==> src/rtl/alu_pkg.sv <==
// alu_pkg: shared ALU-control opcodes used by the ALU and the ALU-control decoder
package alu_pkg;
  localparam logic [3:0] ALU_AND = 4'b0000;
  localparam logic [3:0] ALU_OR  = 4'b0001;
  localparam logic [3:0] ALU_ADD = 4'b0010;
  localparam logic [3:0] ALU_SUB = 4'b0110;
  localparam logic [3:0] ALU_SLT = 4'b0111;
endpackage

==> src/rtl/mips_alu_addsub.sv <==
// mips_alu_addsub: WIDTH+1-bit adder/subtractor (a, b, sub in; sum, carry=carry-out or borrow, overflow out)
module mips_alu_addsub #(
  parameter int WIDTH = 32
) (
  input  logic [WIDTH-1:0] a,
  input  logic [WIDTH-1:0] b,
  input  logic             sub,
  output logic [WIDTH-1:0] sum,
  output logic             carry,
  output logic             overflow
);
  logic [WIDTH-1:0] bx;
  logic [WIDTH:0]   full;
  assign bx       = sub ? ~b : b;
  assign full     = {1'b0, a} + {1'b0, bx} + {{WIDTH{1'b0}}, sub};
  assign sum      = full[WIDTH-1:0];
  assign carry    = full[WIDTH] ^ sub;
  assign overflow = (a[WIDTH-1] == bx[WIDTH-1]) && (sum[WIDTH-1] != a[WIDTH-1]);
endmodule

==> src/rtl/mips_alu.sv <==
// mips_alu: MIPS execute-stage ALU (clk, rst_n, alucontrol, operand_a/b in; aluout, zero, carry, overflow comb; aluout_q, flags_q registered)
module mips_alu
  import alu_pkg::*;
#(
  parameter int WIDTH = 32
) (
  input  logic             clk,
  input  logic             rst_n,
  input  logic [3:0]       alucontrol,
  input  logic [WIDTH-1:0] operand_a,
  input  logic [WIDTH-1:0] operand_b,
  output logic [WIDTH-1:0] aluout,
  output logic             zero,
  output logic             carry,
  output logic             overflow,
  output logic [WIDTH-1:0] aluout_q,
  output logic [3:0]       flags_q
);
  logic             is_add, is_sub, is_slt;
  logic [WIDTH-1:0] sum;
  logic             as_carry, as_ovf;
  assign is_add = alucontrol == ALU_ADD;
  assign is_sub = alucontrol == ALU_SUB;
  assign is_slt = alucontrol == ALU_SLT;
  mips_alu_addsub #(.WIDTH(WIDTH)) u_addsub (
    .a        (operand_a),
    .b        (operand_b),
    .sub      (is_sub || is_slt),
    .sum      (sum),
    .carry    (as_carry),
    .overflow (as_ovf)
  );
  always_comb begin
    aluout = alucontrol == ALU_AND ? operand_a & operand_b :
             alucontrol == ALU_OR  ? operand_a | operand_b :
             (is_add || is_sub)    ? sum :
             is_slt                ? {{(WIDTH-1){1'b0}}, as_carry} :
                                     '0;
    carry    = (is_add || is_sub) && as_carry;
    overflow = (is_add || is_sub) && as_ovf;
    zero     = aluout == '0;
  end
  always_ff @(posedge clk or negedge rst_n) begin
    if (!rst_n) begin
      aluout_q <= '0;
      flags_q  <= 4'b0000;
    end else begin
      aluout_q <= aluout;
      flags_q  <= {overflow, carry, aluout[WIDTH-1], zero};
    end
  end
endmodule

==> config.mk <==
export PLATFORM = sky130hd
export DESIGN_NAME = mips_alu
export DESIGN_NICKNAME = d
export VERILOG_FILES = /design/src/rtl/alu_pkg.sv /design/src/rtl/mips_alu_addsub.sv /design/src/rtl/mips_alu.sv
export SDC_FILE = /design/constraint.sdc
export NUM_CORES = 1
export LEC_CHECK = 0
export ABC_AREA = 0
export BUFFER_PORTS_ARGS = -buffer_cell sky130_fd_sc_hd__buf_2
export CAP_MARGIN = 5
export CORE_UTILIZATION = 48
export DETAILED_ROUTE_END_ITERATION = 10
export PLACE_DENSITY = 0.76
export SYNTH_ARGS = -nofsm -noshare
export SYNTH_HDL_FRONTEND = slang
export SYNTH_HIERARCHICAL = 1
export SYNTH_SLANG_ARGS = --single-unit
export TNS_END_PERCENT = 100
==> constraint.sdc <==
create_clock -name clk -period 8.8 [get_ports clk]
set_clock_uncertainty 0.2 [all_clocks]
set_input_delay 1.32 -clock clk [delete_from_list [all_inputs] [get_ports clk]]
set_output_delay 1.32 -clock clk [all_outputs]
set_load 0.02 [all_outputs]
== Yosys cells after proc, flatten, opt, wreduce, memory -nomap -nowiden ==
Index checks and enable logic that the tools add are counted.

* $add $sub $neg: 2
* Equality and inequality tests: 6
* Mux-type cells: 5
* Bitwise gates (word level): 4
* Reductions and logical operators: 7

{| class="wikitable"
|+ Operators with widths
! cell !! count
|-
| 32-bit 2-to-1 mux || 4
|-
| 32-bit by 32-bit adder with 33-bit output || 1
|-
| 33-bit by 1-bit adder with 33-bit output || 1
|-
| 32-bit bitwise AND || 1
|-
| 32-bit zero test || 1
|-
| 32-bit inverter || 1
|-
| 32-bit bitwise OR || 1
|-
| 4-bit by 3-bit == test with 1-bit output, second input constant || 2
|-
| 4-bit by 1-bit == test with 1-bit output, second input constant || 1
|-
| 4-bit by 2-bit == test with 1-bit output, second input constant || 1
|-
| 4-bit zero test || 1
|-
| 1-bit logical AND || 3
|-
| 1-bit logical OR || 2
|-
| 1-bit == test || 1
|-
| 1-bit 2-to-1 mux || 1
|-
| 1-bit inequality test || 1
|-
| 1-bit bitwise XOR || 1
|}

* Register bits after elaboration: 36
* Logic and storage cells: 26

== Depth between registers and ports, before layout ==
Gate-level depths: netlist of run 1.

* Depth in word-level cells: 11
* Mapped depth: 19
* Gate-level depth less buffers: 16

== Cells and area by module ==
Netlist of run 1, hierarchy kept.

{| class="wikitable"
|+ Modules (own cells, without submodules)
! module !! times used !! cells an instance !! area each (um^2) !! seq. area each (um^2)
|-
| mips_alu_addsub || 1 || 331 || 2383.5 || 0.0
|-
| mips_alu || 1 || 185 || 1961.9 || 875.8
|}

== Worst setup path before layout of run 1 ==
OpenSTA, ideal clock, no wires.

* Path type: input port to output port
* Start point: input port alucontrol[3]
* End point: output port zero
* Data arrival time: 5.788 ns
* Required time: 7.280 ns
* Slack: 1.492 ns
* Stages on the path: 18
* Buffers on the path: 4
* Cells stage by stage: clkbuf_1 inv_1 and3_1 buf_4 clkbuf_1 xor2_1 ha_1 buf_6 and4_4 and2_4 a221oi_4 nand2_4 o31ai_1 a311oi_1 or4_1 o41a_1 or4_1 nor4_2

* Elaborated cells on any way between the ends: 16

{| class="wikitable"
|+ RTL lines
! element !! RTL line !! RTL
|-
| from (decl) || mips_alu.sv:9 || <nowiki>input logic [3:0] alucontrol,</nowiki>
|-
| 4-bit by 3-bit == test with 1-bit output (on tied branches) || mips_alu.sv:23, mips_alu.sv:24 ||
|-
| 1-bit logical OR * || mips_alu.sv:28 || <nowiki>.sub (is_sub || is_slt),</nowiki>
|-
| 32-bit 2-to-1 mux || mips_alu_addsub.sv:14 || <nowiki>assign bx = sub ? ~b : b;</nowiki>
|-
| 32-bit by 32-bit adder with 33-bit output || mips_alu_addsub.sv:15 || <nowiki>assign full = {1'b0, a} + {1'b0, bx} + {{WIDTH{1'b0}}, sub};</nowiki>
|-
| 33-bit by 1-bit adder with 33-bit output * || mips_alu_addsub.sv:15 ||
|-
| named net sum[26] || mips_alu.sv:20 || <nowiki>logic [WIDTH-1:0] sum;</nowiki>
|-
| 32-bit 2-to-1 mux * || mips_alu.sv:36 || <nowiki>(is_add || is_sub) ? sum :</nowiki>
|-
| 32-bit 2-to-1 mux * || mips_alu.sv:35 || <nowiki>alucontrol == ALU_OR ? operand_a | operand_b :</nowiki>
|-
| 32-bit 2-to-1 mux * || mips_alu.sv:34 || <nowiki>aluout = alucontrol == ALU_AND ? operand_a & operand_b :</nowiki>
|-
| 32-bit zero test * || mips_alu.sv:41 || <nowiki>zero = aluout == '0;</nowiki>
|-
| to (decl) || mips_alu.sv:13 || <nowiki>output logic zero,</nowiki>
|}

Mark *: on every way through the listed nets, which the timed path passes. The rest lies on a longest branch.

== Worst setup path after layout of run 1 ==
Same ends and word-level chain as after synthesis.

==> results of run 1 <==
==> worst max-delay path: stages <==
cell	delay, ns
buf_2	0.18
inv_1	0.13
and3_2	0.89
xor2_1	0.27
inv_1	0.09
fa_1	0.48
nor2b_4	0.15
o2111a_1	0.21
o2111ai_1	0.23
nand4b_1	0.22
and2_1	0.24
o311ai_2	0.12
or4_1	0.55
o41a_1	0.41
or4_1	0.44
nor4_2	0.34
buf_2	0.23
==> area by class of cell <==
type | instances | share of cell area [%]
Timing Repair Buffer | 143 | 14.1
Clock inverter | 1 | 0.0975
Inverter | 15 | 1.10
Clock buffer | 6 | 1.61
Tap cell | 108 | 2.63
Multi-Input combinational cell | 434 | 63.4
Sequential cell | 35 | 17.1
==> synthesized netlist by cell type, types with 4 or more instances <==
master,count
nand2b_1,4
nand3_1,11
a21oi_1,42
buf_2,4
nand4_1,9
o211ai_1,4
nor2b_1,4
a22o_1,20
nor3_1,7
nor4_1,12
and3_1,6
a22oi_1,7
maj3_2,5
maj3_1,26
xnor2_1,17
o21ai_0,24
dfrtp_1,35
a221oi_1,9
nor2_1,29
o21bai_1,4
ha_1,31
a21o_1,14
and2_1,8
nand2_1,30
a31oi_1,4
a41oi_1,4
inv_1,15
buf_4,4
xor2_1,39
clkbuf_1,18
==> kinds of logic (layout without fill, tap and decap cells) <==
logic type / after synthesis / count (layout)
xor gates and xnor gates: 56 / 56
buffers and inverters: 47 / 165
muxes: 2 / 2
AOI/OAI and AO/OA: 173 / 173
DFF: 35 / 35
and+or+nand+nor: 140 / 140
adders and majority gates: 63 / 63
==> state kept, by name, summed over array words and instances (netlist names) <==
| register | flops |
|---|---|
| aluout_q | 31 |
| flags_q | 4 |
==> per-stage QoR <==
| step | worst slack, ns | area [um2] | total power [W] | hold WS (ns) |
|---|---|---|---|---|
| after floorplan | 1.49 | 4350 | 0.000460 | 0.824 |
| after global placement | 1.04 | 5050 | 0.000575 | 1.19 |
| after detailed placement | 0.877 | 5050 | 0.000577 | 1.21 |
| after CTS | 0.849 | 5130 | 0.000693 | 0.908 |
| after global routing | 0.608 | 5130 | 0.000740 | 0.960 |
| final | 0.772 | 5130 | 0.000700 | 0.883 |
==> per-layer routing <==
layer	vias to the layer above	wire length, um	global-route usage, %	share of wire, %
met5	-	0	0	0
met4	0	357	11.0	2.5
met3	26	1010	2.16	7.1
met2	251	6440	47.4	46
met1	2220	6310	41.1	45
li1	2192	-	-	-
==> power by group through the flow <==
stage               logic, W  registers (W)  clock network, W
finish              0.000409       0.000176          0.000115
global route        0.000439       0.000177          0.000124
floorplan           0.000263       0.000197                 0
global placement    0.000396       0.000179                 0
CTS                 0.000400       0.000176          0.000117
detailed placement  0.000398       0.000179                 0
==> worst max path at each step <==
stage / from / endpoint / slack (ns) / depth (start not counted)
after floorplan: alucontrol[3] / zero / 1.49 / 18
after global placement: alucontrol[3] / zero / 1.04 / 16
after detailed placement: alucontrol[3] / zero / 0.88 / 16
after CTS: alucontrol[3] / zero / 0.85 / 17
after global routing: alucontrol[3] / zero / 0.61 / 16
final: alucontrol[3] / zero / 0.77 / 17
==> qor.txt, run 1 <==
run status -> finished clean
Routed wire per std cell -> 19.0 um
clock share of power -> 16.5%
maxcap violations -> 0
slew of the pin with the lowest slew margin -> 1.04 ns
antenna viol nets, final -> 0
post-layout util -> 58.6%
largest area contributor in the netlist -> dfrtp_1
Routed WL -> 14.1 mm
mapped cell area -> 4350 um2
Clock Tree Root -> clkbuf_8
CP endpoint kind -> primary output
Inserted Diodes -> 0
CTS Hold Buffers Added -> 0
cell-internal power -> 0.000385 W
CTS Buf Count -> 5
vias per cell -> 6.32
RSZ-0062 raised after global routing -> false
DRC violations left -> 0
complex-gate fraction of the synthesized area -> 28.9%
grt total ovfl -> 0
vias in the first global route -> 4330
DRT Pass-1 Iters -> 5
final setup fails -> 0
maximum VDD drop -> 0.0570 mV
fraction of layout cells with a size suffix above 1 -> 27.4%
top cells by area, synth -> dfrtp_1 (20%), ha_1 (8.9%), xor2_1 (7.9%)
total track usage -> 29.4%
# port buffers -> 140
Setup Buffers After CTS -> 0
Layout area overhead -> 18.2%
commonest non-fill, non-tap cell in the layout -> buf_2
Tmin final -> 8.03 ns
Lkg Pwr -> 2.54 nW
post-placement cell count -> 735
Synthesis Warnings -> 6
fmax -> 0.125 GHz
final slew viol count -> 0
CP Launch Type -> primary input
fin nets -> 736
Sw Pwr -> 0.000314 W
syn nets -> 618
post-route insts no fill -> 742
Multi-input gate area -> 3260 um2
Required @ worst endpoint -> 7.28 ns
IO Count -> 141
Synth Area in XOR/XNOR -> 11.3%
highest-count cells in the layout ignoring fill and taps -> buf_2 (140), a21oi_1 (42), xor2_1 (39), dfrtp_1 (35), ha_1 (31)
sequential fraction of design power -> 25.1%
Crit path arrival time -> 6.51 ns
Yosys reg bits -> 35
HP Class -> primary input to asynchronous set/reset pin
FILL cells -> 784
row count -> 34
sw frac -> 44.9%
Final GP Congestion -> 1.01
clk buf depth -> 2
final hold viol count -> 0
Die H -> 97.1 um
sequential share of the synthesized area -> 20.2%
Worst Path Max Fanout -> 36
clock transition at the registers of the reported paths -> 0.06 ns
Starting Density -> 49.6%
Yosys cell types -> 74
Syn Area/Cell -> 8.42 um2
initial antenna violation count -> 0
ys flop type -> dfrtp_1
first-pass GRT wire length -> 22.3 mm
EDFF count, synth -> 0
routed via count -> 4689
simple-gate share of the synthesized area -> 17.5%
dpl hpwl -> 11.5 mm
Placeable Area -> 8760 um2
power density over cell area -> 136 nW/um2
largest family of logic cells by synthesized area -> compound AO/OA/AOI/OAI gates
asr flop ratio synth -> 100%
die area -> 9440 um2
largest net degree at the start of global routing -> 47
Gate Count Post-Synth -> 516
Synth top area share -> 20.2%
combinational power share -> 58.4%
depth of the CTS H-tree -> 2
setup TNS -> 0 ns
Seq. cell area -> 876 um2
Synth Area in Adders -> 16.7%
Slew HR -> 30.9%
die width -> 97.1 um
Final Cycle Share -> 91.2%
post-cts sizing count -> 0
Clock Sinks -> 35
CTS tree -> done
post-synthesis mux area share -> 0.489%
DRT iter0 DRCs -> 318
WS Path Type -> primary input to primary output
(Power assumes the default switching activity.)
==> inputs of run 2 (changes only) <==
--- a/config.mk
+++ b/config.mk
@@ -5,12 +5,12 @@
 export SDC_FILE = /design/constraint.sdc
 export NUM_CORES = 1
 export LEC_CHECK = 0
-export ABC_AREA = 0
+export ABC_AREA = 1
 export BUFFER_PORTS_ARGS = -buffer_cell sky130_fd_sc_hd__buf_2
 export CAP_MARGIN = 5
 export CORE_UTILIZATION = 48
 export DETAILED_ROUTE_END_ITERATION = 10
-export PLACE_DENSITY = 0.76
+export PLACE_DENSITY = 0.75
 export SYNTH_ARGS = -nofsm -noshare
 export SYNTH_HDL_FRONTEND = slang
 export SYNTH_HIERARCHICAL = 1
==> qor.txt, run 2 <==
depth of the CTS H-tree -> 2 (unchanged)
commonest non-fill, non-tap cell in the layout -> nand2_1 (was buf_2)
maximum VDD drop -> 0.106 mV (was 0.0570 mV)
Die H -> 102 um (was 97.1 um)
run status -> finished clean (unchanged)
complex-gate fraction of the synthesized area -> 10.3% (was 28.9%)
CTS Buf Count -> 5 (unchanged)
largest family of logic cells by synthesized area -> simple AND/OR/NAND/NOR gates (was compound AO/OA/AOI/OAI gates)
Synth top cells by count -> nand2_1 (190), nand3_1 (94), inv_1 (91) (was a21oi_1 (42), xor2_1 (39), dfrtp_1 (35))
die width -> 102 um (was 97.1 um)
Starting Density -> 49.2% (was 49.6%)
Largest Register -> aluout_q (unchanged)
FILL cells -> 1007 (was 784)
DRC violations left -> 0 (unchanged)
# port buffers -> 140 (unchanged)
pre-CTS setup slack -> 2.32 ns (was 0.877 ns)
largest area contributor in the netlist -> dfrtp_1 (unchanged)
Inserted Diodes -> 0 (unchanged)
Synth Area in XOR/XNOR -> 9.28% (was 11.3%)
Final GP Congestion -> 0.973 (was 1.01)
first-pass GRT wire length -> 22.4 mm (was 22.3 mm)
top cells by area, synth -> dfrtp_1 (18%), nand2_1 (15%), nand3_1 (9.8%) (was dfrtp_1 (20%), ha_1 (8.9%), xor2_1 (7.9%))
Synth Area in Adders -> 8.52% (was 16.7%)
Worst Path Max Fanout -> 33 (was 36)
ys flop type -> dfrtp_1 (unchanged)
final setup margin -> 2.29 ns (was 0.772 ns)
Final Instance Area -> 5630 um2 (was 5130 um2)
Crit path arrival time -> 4.99 ns (was 6.51 ns)
row count -> 36 (was 34)
fmax -> 0.154 GHz (was 0.125 GHz)
Regs by FF count -> aluout_q: 31 flops, flags_q: 4 flops (unchanged)
syn nets -> 851 (was 618)
Yosys reg bits -> 35 (unchanged)
antenna viol nets, final -> 0 (unchanged)
Clock Sinks -> 35 (unchanged)
clk buf depth -> 2 (unchanged)
largest net degree at the start of global routing -> 60 (was 47)
Synthesis Warnings -> 6 (unchanged)
vias per cell -> 5.20 (was 6.32)
RSZ-0062 raised after global routing -> false (unchanged)
grt total ovfl -> 0 (unchanged)
count leader, synth -> nand2_1 (was a21oi_1)
simple-gate share of the synthesized area -> 43.2% (was 17.5%)
highest-count cells in the layout ignoring fill and taps -> nand2_1 (190), buf_2 (140), nand3_1 (94), inv_1 (91), nor2_1 (65) (was buf_2 (140), a21oi_1 (42), xor2_1 (39), dfrtp_1 (35), ha_1 (31))
IO Count -> 141 (unchanged)
post-synthesis mux area share -> 0% (was 0.489%)
final hold viol count -> 0 (unchanged)
Layout area overhead -> 17.6% (was 18.2%)
placed cell areas -> 5540 um2 (was 5050 um2)
dpl hpwl -> 11.6 mm (was 11.5 mm)
CP Cell Sequence -> buf_2 > inv_1 > and3_2 > inv_2 > nand2_2 > and2_1 > inv_1 > fa_1 > o21ai_2 > nand2_1 > nand2_2 > a21o_1 > nand3_1 > nand3_1 > nand2_1 > nand3_1 > nand3_1 > nor2_1 > nand2_1 > nor2_1 > nand2_1 > nor2_1 > buf_2 (was buf_2 > inv_1 > and3_2 > xor2_1 > inv_1 > fa_1 > nor2b_4 > o2111a_1 > o2111ai_1 > nand4b_1 > and2_1 > o311ai_2 > or4_1 > o41a_1 > or4_1 > nor4_2 > buf_2)
CTS Hold Buffers Added -> 0 (unchanged)
setup TNS -> 0 ns (unchanged)
Synth top area share -> 18.3% (was 20.2%)
power density over cell area -> 120 nW/um2 (was 136 nW/um2)
Yosys cell types -> 41 (was 74)
WS Path Type -> primary input to primary output (unchanged)
Tmin final -> 6.51 ns (was 8.03 ns)
Slew HR -> 11.8% (was 30.9%)
asr flop ratio synth -> 100% (unchanged)
fin nets -> 980 (was 736)
mapped cell area -> 4790 um2 (was 4350 um2)
Lkg Pwr -> 3.36 nW (was 2.54 nW)
CP endpoint kind -> primary output (unchanged)
initial antenna violation count -> 0 (unchanged)
Routed WL -> 14.2 mm (was 14.1 mm)
Syn Area/Cell -> 6.39 um2 (was 8.42 um2)
vias in the first global route -> 4517 (was 4330)
Routed wire per std cell -> 14.1 um (was 19.0 um)
Crit path max-delay family -> simple AND/OR/NAND/NOR gates (unchanged)
Final Cycle Share -> 73.9% (was 91.2%)
max reg flops -> 31 (unchanged)
slew of the pin with the lowest slew margin -> 1.32 ns (was 1.04 ns)
Required @ worst endpoint -> 7.28 ns (about the same)
power consumption -> 0.000674 W (was 0.000700 W)
final slew viol count -> 0 (unchanged)
fraction of layout cells with a size suffix above 1 -> 24.7% (was 27.4%)
CP peak stage delay -> 0.85 ns (was 0.89 ns)
DRT iter0 DRCs -> 359 (was 318)
Placeable Area -> 9730 um2 (was 8760 um2)
Setup Buffers After CTS -> 0 (unchanged)
clock transition at the registers of the reported paths -> 0.06 ns (about the same)
total track usage -> 27.6% (was 29.4%)
final setup fails -> 0 (unchanged)
EDFF count, synth -> 0 (unchanged)
post-cts sizing count -> 0 (unchanged)
routed via count -> 5262 (was 4689)
Slowest-stage cell, CP -> and3_2 (unchanged)
CTS tree -> done (unchanged)
Clock Tree Root -> clkbuf_8 (unchanged)
die area -> 10400 um2 (was 9440 um2)
maxcap violations -> 0 (unchanged)
sequential share of the synthesized area -> 18.3% (was 20.2%)
DRT Pass-1 Iters -> 6 (was 5)
Gate Count Post-Synth -> 749 (was 516)
HP Class -> primary input to asynchronous set/reset pin (unchanged)
CP Launch Type -> primary input (unchanged)
CP Buf/Inv Count -> 5 (was 4)
run 2: worst paths after layout:
kind | depth (start not counted) | slack, ns | start | to
min in group clk | 3 | 1.17 | operand_a[24] | aluout_q[24]
hold / removal | 1 | 0.88 | rst_n | aluout_q[1]
max in group asynchronous | 1 | 7.07 | rst_n | aluout_q[30]
setup / recovery | 23 | 2.29 | alucontrol[3] | zero
run 2: metrics by stage:
stage | hold WS [ns] | utilization, % | cells
after global placement | 1.21 | 57.0 | 1004
after detailed placement | 1.21 | 57.0 | 1004
final | 0.880 | 57.9 | 1011
after global routing | 0.953 | 57.9 | 1011
after CTS | 0.904 | 57.9 | 1011
after floorplan | 0.824 | - | 749
run 2: routing by layer:
layer	global-route usage (%)	vias to the layer above	routed length, um
met2	44.5	203	6430
met3	2.74	8	1090
met5	0	-	0
met4	5.93	0	123
met1	39.9	2387	6580
li1	-	2664	-
run 2: area by class of cell:
type | instances | area, um2 | share of cell area, %
Clock buffer | 6 | 82.6 | 1.47
Clock inverter | 1 | 5.00 | 0.0889
Inverter | 99 | 372 | 6.60
Multi-Input combinational cell | 596 | 3420 | 60.7
Sequential cell | 35 | 876 | 15.6
Tap cell | 133 | 166 | 2.96
Timing Repair Buffer | 141 | 708 | 12.6
run 2: report_power, final:
| part | internal (W) | switching [W] | total, W |
|---|---|---|---|
| logic | 0.000131 | 0.000255 | 0.000387 |
| registers | 0.000173 | 0.00000241 | 0.000175 |
| clock network | 0.0000612 | 0.0000512 | 0.000112 |
| total | 0.000365 | 0.000309 | 0.000674 |
run 2: cells by family after synthesis:
logic type / after synthesis
AOI/OAI and AO/OA: 80
xor gates and xnor gates: 49
adders and majority gates: 32
buffers and inverters: 118
DFF: 35
and+or+nand+nor: 435
